File: config.mk
export PLATFORM = sky130hd
export DESIGN_NAME = can_cpu_arb_flat
export DESIGN_NICKNAME = d
export VERILOG_FILES = /design/src/rtl/can_arb_pkg.sv /design/src/rtl/can_cpu_arb_if.sv /design/src/rtl/can_rr_pick.sv /design/src/rtl/can_cpu_arb.sv /design/src/flat_wrapper.sv
export SDC_FILE = /design/constraint.sdc
export NUM_CORES = 1
export LEC_CHECK = 0
export CORE_AREA = 4 4 145 174
export CTS_CLUSTER_DIAMETER = 200
export CTS_CLUSTER_SIZE = 14
export DETAILED_ROUTE_END_ITERATION = 8
export DIE_AREA = 0 0 149 178
export SETUP_SLACK_MARGIN = 0.3
export SKIP_CTS_REPAIR_TIMING = 1
export SYNTH_ARGS = -nofsm -noshare
export SYNTH_HDL_FRONTEND = slang
export SYNTH_SLANG_ARGS = --single-unit
File: constraint.sdc
create_clock -name sysclk -period 2.2 [get_ports sysclk]
set_input_delay 0.44 -clock sysclk [delete_from_list [all_inputs] [get_ports sysclk]]
set_output_delay 0.44 -clock sysclk [all_outputs]
set_load 0.02 [all_outputs]
File: src/rtl/can_arb_pkg.sv
// can_arb_pkg -- shared definitions for the CAN register-bus arbiter.
//   state_t / ST_*    : arbiter FSM state encoding (IDLE, ACCESS, RESP)
//   REQ_CFG, REQ_MSG  : requester indices (config sequencer, message engine)
//   NUM_REQ           : number of requesters
//   TIMEOUT_CYC_DEF   : default access timeout in cycles (1..255)
package can_arb_pkg;

  typedef logic [1:0] state_t;

  localparam state_t ST_IDLE   = 2'd0;
  localparam state_t ST_ACCESS = 2'd1;
  localparam state_t ST_RESP   = 2'd2;

  localparam int unsigned NUM_REQ         = 2;
  localparam int unsigned REQ_CFG         = 0;
  localparam int unsigned REQ_MSG         = 1;
  localparam int unsigned TIMEOUT_CYC_DEF = 255;

endpackage

File: src/rtl/can_cpu_arb_if.sv
// can_cpu_arb_if -- requester side and CAN register bus side of the arbiter.
//   Requester side : req, write, addr, wdat (in)  ; gnt, done, err, rdat (out)
//                    requester i uses bits [i] and word [32i+31:32i]
//   CAN bus side   : cpu_cs, cpu_write, cpu_read, cpu_addr, cpu_wdat (out)
//                    cpu_rdat, cpu_ack, cpu_err (in)
//   Modports: slave = arbiter, master = everything around it.
interface can_cpu_arb_if;
  logic [1:0]  req;
  logic [1:0]  write;
  logic [63:0] addr;
  logic [63:0] wdat;
  logic [1:0]  gnt;
  logic [1:0]  done;
  logic [1:0]  err;
  logic [31:0] rdat;
  logic        cpu_cs;
  logic        cpu_write;
  logic        cpu_read;
  logic [31:0] cpu_addr;
  logic [31:0] cpu_wdat;
  logic [31:0] cpu_rdat;
  logic        cpu_ack;
  logic        cpu_err;

  modport slave (
    input  req, write, addr, wdat, cpu_rdat, cpu_ack, cpu_err,
    output gnt, done, err, rdat, cpu_cs, cpu_write, cpu_read, cpu_addr, cpu_wdat
  );

  modport master (
    output req, write, addr, wdat, cpu_rdat, cpu_ack, cpu_err,
    input  gnt, done, err, rdat, cpu_cs, cpu_write, cpu_read, cpu_addr, cpu_wdat
  );
endinterface

File: src/rtl/can_rr_pick.sv
// can_rr_pick -- combinational two-input round-robin pick.
//   req_i  : request bits
//   prio_i : index of the requester that wins a tie
//   pick_o : one-hot winner (0 when nothing requests)
//   idx_o  : winner index (only meaningful when |req_i)
module can_rr_pick (
  input  logic [1:0] req_i,
  input  logic       prio_i,
  output logic [1:0] pick_o,
  output logic       idx_o
);
  // The priority holder wins whenever it asks; otherwise the other one gets it.
  assign idx_o  = req_i[prio_i] ? prio_i : ~prio_i;
  assign pick_o = (req_i == 2'b00) ? 2'b00 : (idx_o ? 2'b10 : 2'b01);
endmodule

File: src/rtl/can_cpu_arb.sv
// can_cpu_arb -- two-requester arbiter onto the CAN controller register bus.
//   sysclk : clock, all state on the rising edge
//   ponrst : synchronous active-high reset
//   bus    : can_cpu_arb_if.slave (requester handshake + CAN register bus)
//   TIMEOUT_CYC : access abort limit in cycles (1..255), only with the
//                 CAN_ARB_TIMEOUT_EN macro defined; otherwise ACCESS waits
//                 indefinitely for cpu_ack/cpu_err.
// Flow: IDLE picks a winner and latches its request, ACCESS drives the
// register bus until ack/err (or timeout), RESP pulses done/err for one cycle.
module can_cpu_arb
  import can_arb_pkg::*;
#(
  parameter int unsigned TIMEOUT_CYC = TIMEOUT_CYC_DEF
) (
  input  logic          sysclk,
  input  logic          ponrst,
  can_cpu_arb_if.slave  bus
);

  if (TIMEOUT_CYC < 1 || TIMEOUT_CYC > 255) begin : g_bad_tmo
    $error("can_cpu_arb: TIMEOUT_CYC must be within 1..255");
  end

  state_t      state_q, state_d;
  logic [1:0]  gnt_q, gnt_d;
  logic        wr_q, wr_d;
  logic [31:0] addr_q, addr_d;
  logic [31:0] wdat_q, wdat_d;
  logic        done_q, done_d;
  logic        err_q, err_d;
  logic [31:0] rdat_q, rdat_d;
  logic        prio_q, prio_d;   // requester that wins the next tie
  logic [1:0]  pick;
  logic        pick_idx;
  logic        acc;
  logic        tmo;

  can_rr_pick u_pick (
    .req_i  (bus.req),
    .prio_i (prio_q),
    .pick_o (pick),
    .idx_o  (pick_idx)
  );

  assign acc = (state_q == ST_ACCESS);

`ifdef CAN_ARB_TIMEOUT_EN
  logic [7:0] cnt_q, cnt_d;
  // Counter is zero on ACCESS entry, so the limit hits on the
  // TIMEOUT_CYC-th ACCESS cycle.
  assign tmo   = acc && (cnt_q == 8'(TIMEOUT_CYC - 1));
  assign cnt_d = acc ? (cnt_q + 8'd1) : 8'd0;

  always_ff @(posedge sysclk) begin
    if (ponrst) cnt_q <= 8'd0;
    else        cnt_q <= cnt_d;
  end
`else
  assign tmo = 1'b0;
`endif

  always_comb begin
    state_d = state_q;
    gnt_d   = gnt_q;
    wr_d    = wr_q;
    addr_d  = addr_q;
    wdat_d  = wdat_q;
    done_d  = 1'b0;
    err_d   = 1'b0;
    rdat_d  = rdat_q;
    prio_d  = prio_q;
    case (state_q)
      ST_IDLE: begin
        if (bus.req != 2'b00) begin
          gnt_d   = pick;
          wr_d    = bus.write[pick_idx];
          addr_d  = pick_idx ? bus.addr[63:32] : bus.addr[31:0];
          wdat_d  = pick_idx ? bus.wdat[63:32] : bus.wdat[31:0];
          prio_d  = ~pick_idx;
          state_d = ST_ACCESS;
        end
      end
      ST_ACCESS: begin
        // ack in the timeout cycle still completes cleanly
        if (bus.cpu_ack || bus.cpu_err || tmo) begin
          done_d  = 1'b1;
          err_d   = bus.cpu_err || (tmo && !bus.cpu_ack);
          if (bus.cpu_ack && !bus.cpu_err && !wr_q) rdat_d = bus.cpu_rdat;
          state_d = ST_RESP;
        end
      end
      ST_RESP: begin
        gnt_d   = 2'b00;
        state_d = ST_IDLE;
      end
      default: begin
        gnt_d   = 2'b00;
        state_d = ST_IDLE;
      end
    endcase
  end

  always_ff @(posedge sysclk) begin
    if (ponrst) begin
      state_q <= ST_IDLE;
      gnt_q   <= 2'b00;
      wr_q    <= 1'b0;
      addr_q  <= '0;
      wdat_q  <= '0;
      done_q  <= 1'b0;
      err_q   <= 1'b0;
      rdat_q  <= '0;
      prio_q  <= 1'b0;
    end else begin
      state_q <= state_d;
      gnt_q   <= gnt_d;
      wr_q    <= wr_d;
      addr_q  <= addr_d;
      wdat_q  <= wdat_d;
      done_q  <= done_d;
      err_q   <= err_d;
      rdat_q  <= rdat_d;
      prio_q  <= prio_d;
    end
  end

  // done/err are only set for the RESP cycle, where gnt still names the owner.
  assign bus.gnt       = gnt_q;
  assign bus.done      = done_q ? gnt_q : 2'b00;
  assign bus.err       = err_q  ? gnt_q : 2'b00;
  assign bus.rdat      = rdat_q;
  assign bus.cpu_cs    = acc;
  assign bus.cpu_write = acc & wr_q;
  assign bus.cpu_read  = acc & ~wr_q;
  assign bus.cpu_addr  = acc ? addr_q : 32'd0;
  assign bus.cpu_wdat  = acc ? wdat_q : 32'd0;

endmodule

File: src/flat_wrapper.sv
// flat-port wrapper written by rule: the top's interface ports become plain ports
module can_cpu_arb_flat import can_arb_pkg::*;
#(
  parameter int unsigned TIMEOUT_CYC = TIMEOUT_CYC_DEF
)
  (sysclk, ponrst, bus_req, bus_write, bus_addr, bus_wdat, bus_cpu_rdat, bus_cpu_ack, bus_cpu_err, bus_gnt, bus_done, bus_err, bus_rdat, bus_cpu_cs, bus_cpu_write, bus_cpu_read, bus_cpu_addr, bus_cpu_wdat);
  can_cpu_arb_if bus_i ();
  input  logic sysclk;
  input  logic ponrst;
  input wire logic [$bits(bus_i.req)-1:0] bus_req;
  input wire logic [$bits(bus_i.write)-1:0] bus_write;
  input wire logic [$bits(bus_i.addr)-1:0] bus_addr;
  input wire logic [$bits(bus_i.wdat)-1:0] bus_wdat;
  input wire logic [$bits(bus_i.cpu_rdat)-1:0] bus_cpu_rdat;
  input wire logic [$bits(bus_i.cpu_ack)-1:0] bus_cpu_ack;
  input wire logic [$bits(bus_i.cpu_err)-1:0] bus_cpu_err;
  output wire logic [$bits(bus_i.gnt)-1:0] bus_gnt;
  output wire logic [$bits(bus_i.done)-1:0] bus_done;
  output wire logic [$bits(bus_i.err)-1:0] bus_err;
  output wire logic [$bits(bus_i.rdat)-1:0] bus_rdat;
  output wire logic [$bits(bus_i.cpu_cs)-1:0] bus_cpu_cs;
  output wire logic [$bits(bus_i.cpu_write)-1:0] bus_cpu_write;
  output wire logic [$bits(bus_i.cpu_read)-1:0] bus_cpu_read;
  output wire logic [$bits(bus_i.cpu_addr)-1:0] bus_cpu_addr;
  output wire logic [$bits(bus_i.cpu_wdat)-1:0] bus_cpu_wdat;
  assign bus_i.req = bus_req;
  assign bus_i.write = bus_write;
  assign bus_i.addr = bus_addr;
  assign bus_i.wdat = bus_wdat;
  assign bus_i.cpu_rdat = bus_cpu_rdat;
  assign bus_i.cpu_ack = bus_cpu_ack;
  assign bus_i.cpu_err = bus_cpu_err;
  assign bus_gnt = bus_i.gnt;
  assign bus_done = bus_i.done;
  assign bus_err = bus_i.err;
  assign bus_rdat = bus_i.rdat;
  assign bus_cpu_cs = bus_i.cpu_cs;
  assign bus_cpu_write = bus_i.cpu_write;
  assign bus_cpu_read = bus_i.cpu_read;
  assign bus_cpu_addr = bus_i.cpu_addr;
  assign bus_cpu_wdat = bus_i.cpu_wdat;
  can_cpu_arb #(.TIMEOUT_CYC(TIMEOUT_CYC)) u_core (.sysclk(sysclk), .ponrst(ponrst), .bus(bus_i));
endmodule
==> run_results.csv <==
group,metric,value,unit
outcome,status,"completed",
clock_network,cts.path.max_buffers,2,
cells_and_area,ff_latch_area,2090,sq um
power,power-per-cell-area,615,nW/um^2
floorplan,chipHeight,178,um
global_route,grt_use_total,15.5,%
timing,slew_violations,0,
power,clkPwrFrac,28.6,%
floorplan,ios,273,
cells_and_area,num_antenna_cells,0,
synthesis,async_reset_ff_share,0,%
synthesis,ys.flop_type,"dfxtp_1",
floorplan,dieArea,26500,sq um
synthesis,synth_top_area_share,39.0,%
floorplan,row_count,61,
cells_and_area,design_area,9110,sq um
floorplan,core_area,23400,sq um
synthesis,yosys.area_share.simple,19.1,%
timing,finalCritPeriodShare,86.3,%
placed_design,hpwlAfterDp,14.5,mm
timing,setup_violations,0,
setup_path,crit_arrival,1460,ps
cells_and_area,syn2layout_area_growth,70.5,%
synthesis,synth_top_family_by_area,"compound AO/OA/AOI/OAI gates",
setup_path,worstPathRequired,1760,ps
placed_design,port_buffers,272,
synthesis,synth-seq-cells,104,
clock_network,root_buffer,"clkbuf_16",
placed_design,post-place-ws,157,ps
power,sequentialPowerShare,39.0,%
route,wl_per_cell,19.6,um
synthesis,syn_nets,805,
cells_and_area,drive_gt1_share,25.3,%
route,vias,5891,
synthesis,synth_commonest_cells,"dfxtp_1 (104), a21oi_1 (99), nand3_1 (98)",
synthesis,synth.distinct_cells,26,
clock_network,htreeDepth,3,
synthesis,syn_inst,637,
route,drc,0,
floorplan,start_util,22.9,%
clock_network,insertion_delay,360,ps
timing,clock_skew,18.1,ps
setup_path,critPathKind,"reg2out",
power,p_sw_share,32.9,%
timing,timing_hold_violations_final,0,
global_route,top_usage_layer,"met2",
cells_and_area,fillers,2444,
flow_run,max_cap_viol_count,0,
synthesis,synth_area_leaders,"dfxtp_1 (39%), a311oi_2 (11%), a21oi_1 (9.3%)",
synthesis,yosysTopAreaCell,"dfxtp_1",
synthesis,yosysMostFrequentCell,"dfxtp_1",
timing,max_freq,0.526,GHz
global_route,globalRouteMet1Util,20.1,%
power,p_leak,3.37,nW
placed_design,place_congestion,0.765,
synthesis,synth_warnings,0,
clock_network,clock-sinks,104,
setup_path,start_kind,"register",
timing,max_slew.worst_pin.slew,537,ps
synthesis,yosys.area_share.xor_xnor,0,%
timing,rsz0062_at_grt,"yes",
timing,worst_slack,300,ps
floorplan,die_x,149,um
hold_path,hp-class,"reg2reg",
global_route,grt_antenna_before_repair,0,
synthesis,synth_compound_area_share,34.4,%
global_route,met2_usage,25.9,%
cells_and_area,nets,1043,
clock_network,numCtsBuffers,9,
global_route,grt_pass1_vias,5775,
synthesis,syn_area_per_cell,8.38,sq um
route,antenna_left,0,
timing,period_minus_slack,1900,ps
setup_path,worstSetupEndpointType,"primary output",
timing,hold_ws,475,ps
global_route,grt_max_degree,68,
synthesis,synth.area.mux_share,0,%
route,wl,23.4,mm
route,vias_per_cell,4.93,
power,p_int,3.76,mW
cells_and_area,multi_input_area,3020,sq um
placed_design,dpl-instance-area,8430,sq um
route,drt-initial-drc-count,297,
global_route,met3_usage,3.18,%
setup_path,crit_fanout,7,
clock_network,path_clk_slew,80,ps
synthesis,synth-edff-count,0,
global_route,grt_overflow_total,0,
global_route,grt_pass1_wl,32.9,mm
synthesis,ys_seq_area_share,39.0,%
power,ir_drop,0.300,mV
timing,slew_headroom,64.2,%
synthesis,synth_fa_ha_area_share,0,%
power,p_sw,1.85,mW
synthesis,syn_area,5340,sq um
power,comb_power_share,32.4,%
clock_network,cts_tree,"built",
route,drt_first_pass_iters,5,
[area by class of cell]
class | count | area share [%]
clock buffer | 9 | 2.47
clock inverter | 7 | 0.618
inverter | 3 | 0.289
multi-input combinational | 449 | 33.2
sequential | 104 | 22.9
tap | 315 | 4.33
timing repair buffer | 307 | 36.0
timing repair inverter | 1 | 0.124
[sequential cells by signal, summed over array words and instances, names as in the netlist]
register         cells
u_core.done_q        1
u_core.bus.rdat     32
u_core.bus.gnt       2
u_core.err_q         1
u_core.addr_q       32
u_core.state_q       2
u_core.wdat_q       32
u_core.wr_q          1
u_core.prio_q        1
[logic make-up (layout without fill, tap and decap cells)]
logic type             Yosys count  count (layout)
AOI/OAI and AO/OA              265             265
and+or+nand+nor                184             184
DFF                            104             104
buffers and inverters           84             327
[layout by cell type (no fill, tap or decap), types with 3 or more instances in the layout]
cell             instances
o21ai_1                 12
buf_4                   15
and2_1                  19
buf_6                   51
a311oi_1                26
and2_4                  51
clkbuf_16               15
nand3_1                 98
a311oi_2                40
buf_12                  14
dfxtp_1                102
clkdlybuf4s50_1        200
clkinvlp_4               3
a21oi_1                 99
o21ai_0                 85
clkbuf_2                12
dlymetal6s2s_1           5
[worst max-delay path, cell delays in order, from the launching register on]
cell,delay (ps)
dfxtp_2,370
inv_4,60
nand2_8,100
clkinv_8,110
buf_12,160
and2_1,160
buf_2,160
[worst paths after layout]
kind                                     startpoint             endpoint  slack [ps]  depth (start not counted)
worst max-delay path              u_core.state_q[1]      bus_cpu_addr[0]         300                          6
worst min-delay path            u_core.bus.rdat[15]  u_core.bus.rdat[15]         470                          2
worst max register to register    u_core.state_q[1]    u_core.wdat_q[24]         410                          5
worst min register to register  u_core.bus.rdat[15]  u_core.bus.rdat[15]         470                          2
[per-stage QoR]
stage | instances | power, mW | setup TNS (ps) | util [%]
after global routing | 1195 | 5.90 | 0 | 39.0
after detailed placement | 1167 | 3.86 | 0 | 36.1
after CTS | 1183 | 5.48 | -12270 | 37.3
after floorplan | 637 | 3.09 | 0 | -
final | 1195 | 5.60 | 0 | 39.0
after global placement | 1167 | 3.85 | 0 | 36.1
[power by group through the flow]
stage          Combinational [mW]  Clock [mW]  Sequential (mW)
6_report                     1.82        1.60             2.18
5_1_grt                      1.95        1.75             2.20
4_1_cts                      1.66        1.65             2.17
3_5_place_dp                 1.65           0             2.21
3_3_place_gp                 1.63           0             2.22
2_1_floorplan               0.898           0             2.19
[metal layers]
metal  share of wire, %  wire length, um  up-vias
met2                 50            11600      216
met4                2.1              495        0
li1                   -                -     2837
met1                 42             9850     2811
met3                6.1             1430       27
met5                  0                0        -
Power figures use the tool's default switching activity.
==> patch (same flow settings) <==
Put a register stage on the output `bus.err`. The value now appears one clock later.
--- a/src/rtl/can_cpu_arb.sv
+++ b/src/rtl/can_cpu_arb.sv
@@ -127,7 +127,9 @@
   // done/err are only set for the RESP cycle, where gnt still names the owner.
   assign bus.gnt       = gnt_q;
   assign bus.done      = done_q ? gnt_q : 2'b00;
-  assign bus.err       = err_q  ? gnt_q : 2'b00;
+  always_ff @(posedge sysclk) begin
+    bus.err <= err_q  ? gnt_q : 2'b00;
+  end
   assign bus.rdat      = rdat_q;
   assign bus.cpu_cs    = acc;
   assign bus.cpu_write = acc & wr_q;
Check against the original RTL: not equivalent (Yosys sat finds a counterexample within 4 cycles, from zero or initial values and one cycle with ponrst high).
==> patch against the original RTL <==
Die area unchanged. Non-clock buffer count down 4. Power up 0.95%. Global-route usage up 0.21 points. Highest routed layer unchanged. Largest cell class is now multi-input gates. Wire length down 4.0%. Final cell count down 0.25%. Critical endpoint is now bus_cpu_wdat[27]. Synthesized area up 0.82%. Sequential cell count up 2. Core utilization down 2.2 points. Final area down 5.6%. Setup slack worse by 110 ps.
==> patch: results (changes against the original RTL) <==
[synth]
ys_seq_area_frac = 0.394  ; was 0.390
synth.distinct_cells = 27  ; was 26
synth_area_leaders = dfxtp_1, a311oi_2, a21oi_1  ; unchanged
syn_avg_cell_area_um2 = 8.44  ; was 8.38 um^2
synth_common_cells = dfxtp_1, a21oi_1, nand3_1, o21ai_0, and2_1  ; unchanged

[global_route]
grtUsageTotal = 0.157  ; was 0.155
antenna_found_initial = 2  ; was 0
first_global_vias = 5742  ; was 5775
met3_usage = 0.0358  ; was 0.0318
grt_pass1_wl_um = 32900  ; about the same

[timing]
skew_ps = 10.8  ; was 18.1 ps
slew_headroom = 0.668  ; was 0.642

[drt]
drt-met1-wl_um = 9550  ; was 9850 um
vias_per_cell = 4.91  ; was 4.93
wl_met2_um = 11000  ; was 11600 um
wl_met3_um = 1550  ; was 1430 um

[placement]
place_area_um2 = 8510  ; was 8430 um^2
pre_cts_ws_ps = 152  ; was 157 ps

[power]
power.switching_w = 0.00177  ; was 0.00185 W
power_frac_seq = 0.388  ; was 0.390
vdd.ir_drop.worst_v = 0.000344  ; was 0.000300 V
p_leak_nw = 3.18  ; was 3.37 nW
comb_power_share = 0.289  ; was 0.324
p_per_area_nw_per_um2 = 658  ; was 615 nW/um^2

[cells_and_area]
fin_nets = 1039  ; was 1043

[critical_path]
slowest_delay_ps = 350  ; was 370 ps
crit_fanout = 5  ; was 7

[run_status]
status = complete, no violations  ; unchanged

[patch: logic make-up after synthesis]
family | after synthesis | share of synthesized area
AO/OA/AOI/OAI | 265 | 0.341
buffers and inverters | 83 | 0.0730
flip-flops | 106 | 0.394
AND/OR/NAND/NOR | 184 | 0.192
[patch: worst paths after layout]
| check | cells after the start | from | slack, ps | to |
|---|---|---|---|---|
| max | 5 | u_core.state_q[0] | 190 | bus_cpu_wdat[27] |
| min | 2 | u_core.bus.rdat[28] | 480 | u_core.bus.rdat[28] |
| max reg2reg | 5 | u_core.state_q[1] | 620 | u_core.bus.rdat[0] |
| min reg2reg | 2 | u_core.bus.rdat[28] | 480 | u_core.bus.rdat[28] |
[patch: cell type report]
type	instances	area, um^2
antenna	1	2.50
timing repair buffer	303	2850
fill	2483	14800
clock buffer	9	225
sequential	106	2120
tap	315	394
clock inverter	7	100
inverter	2	7.51
multi-input combinational	449	2900
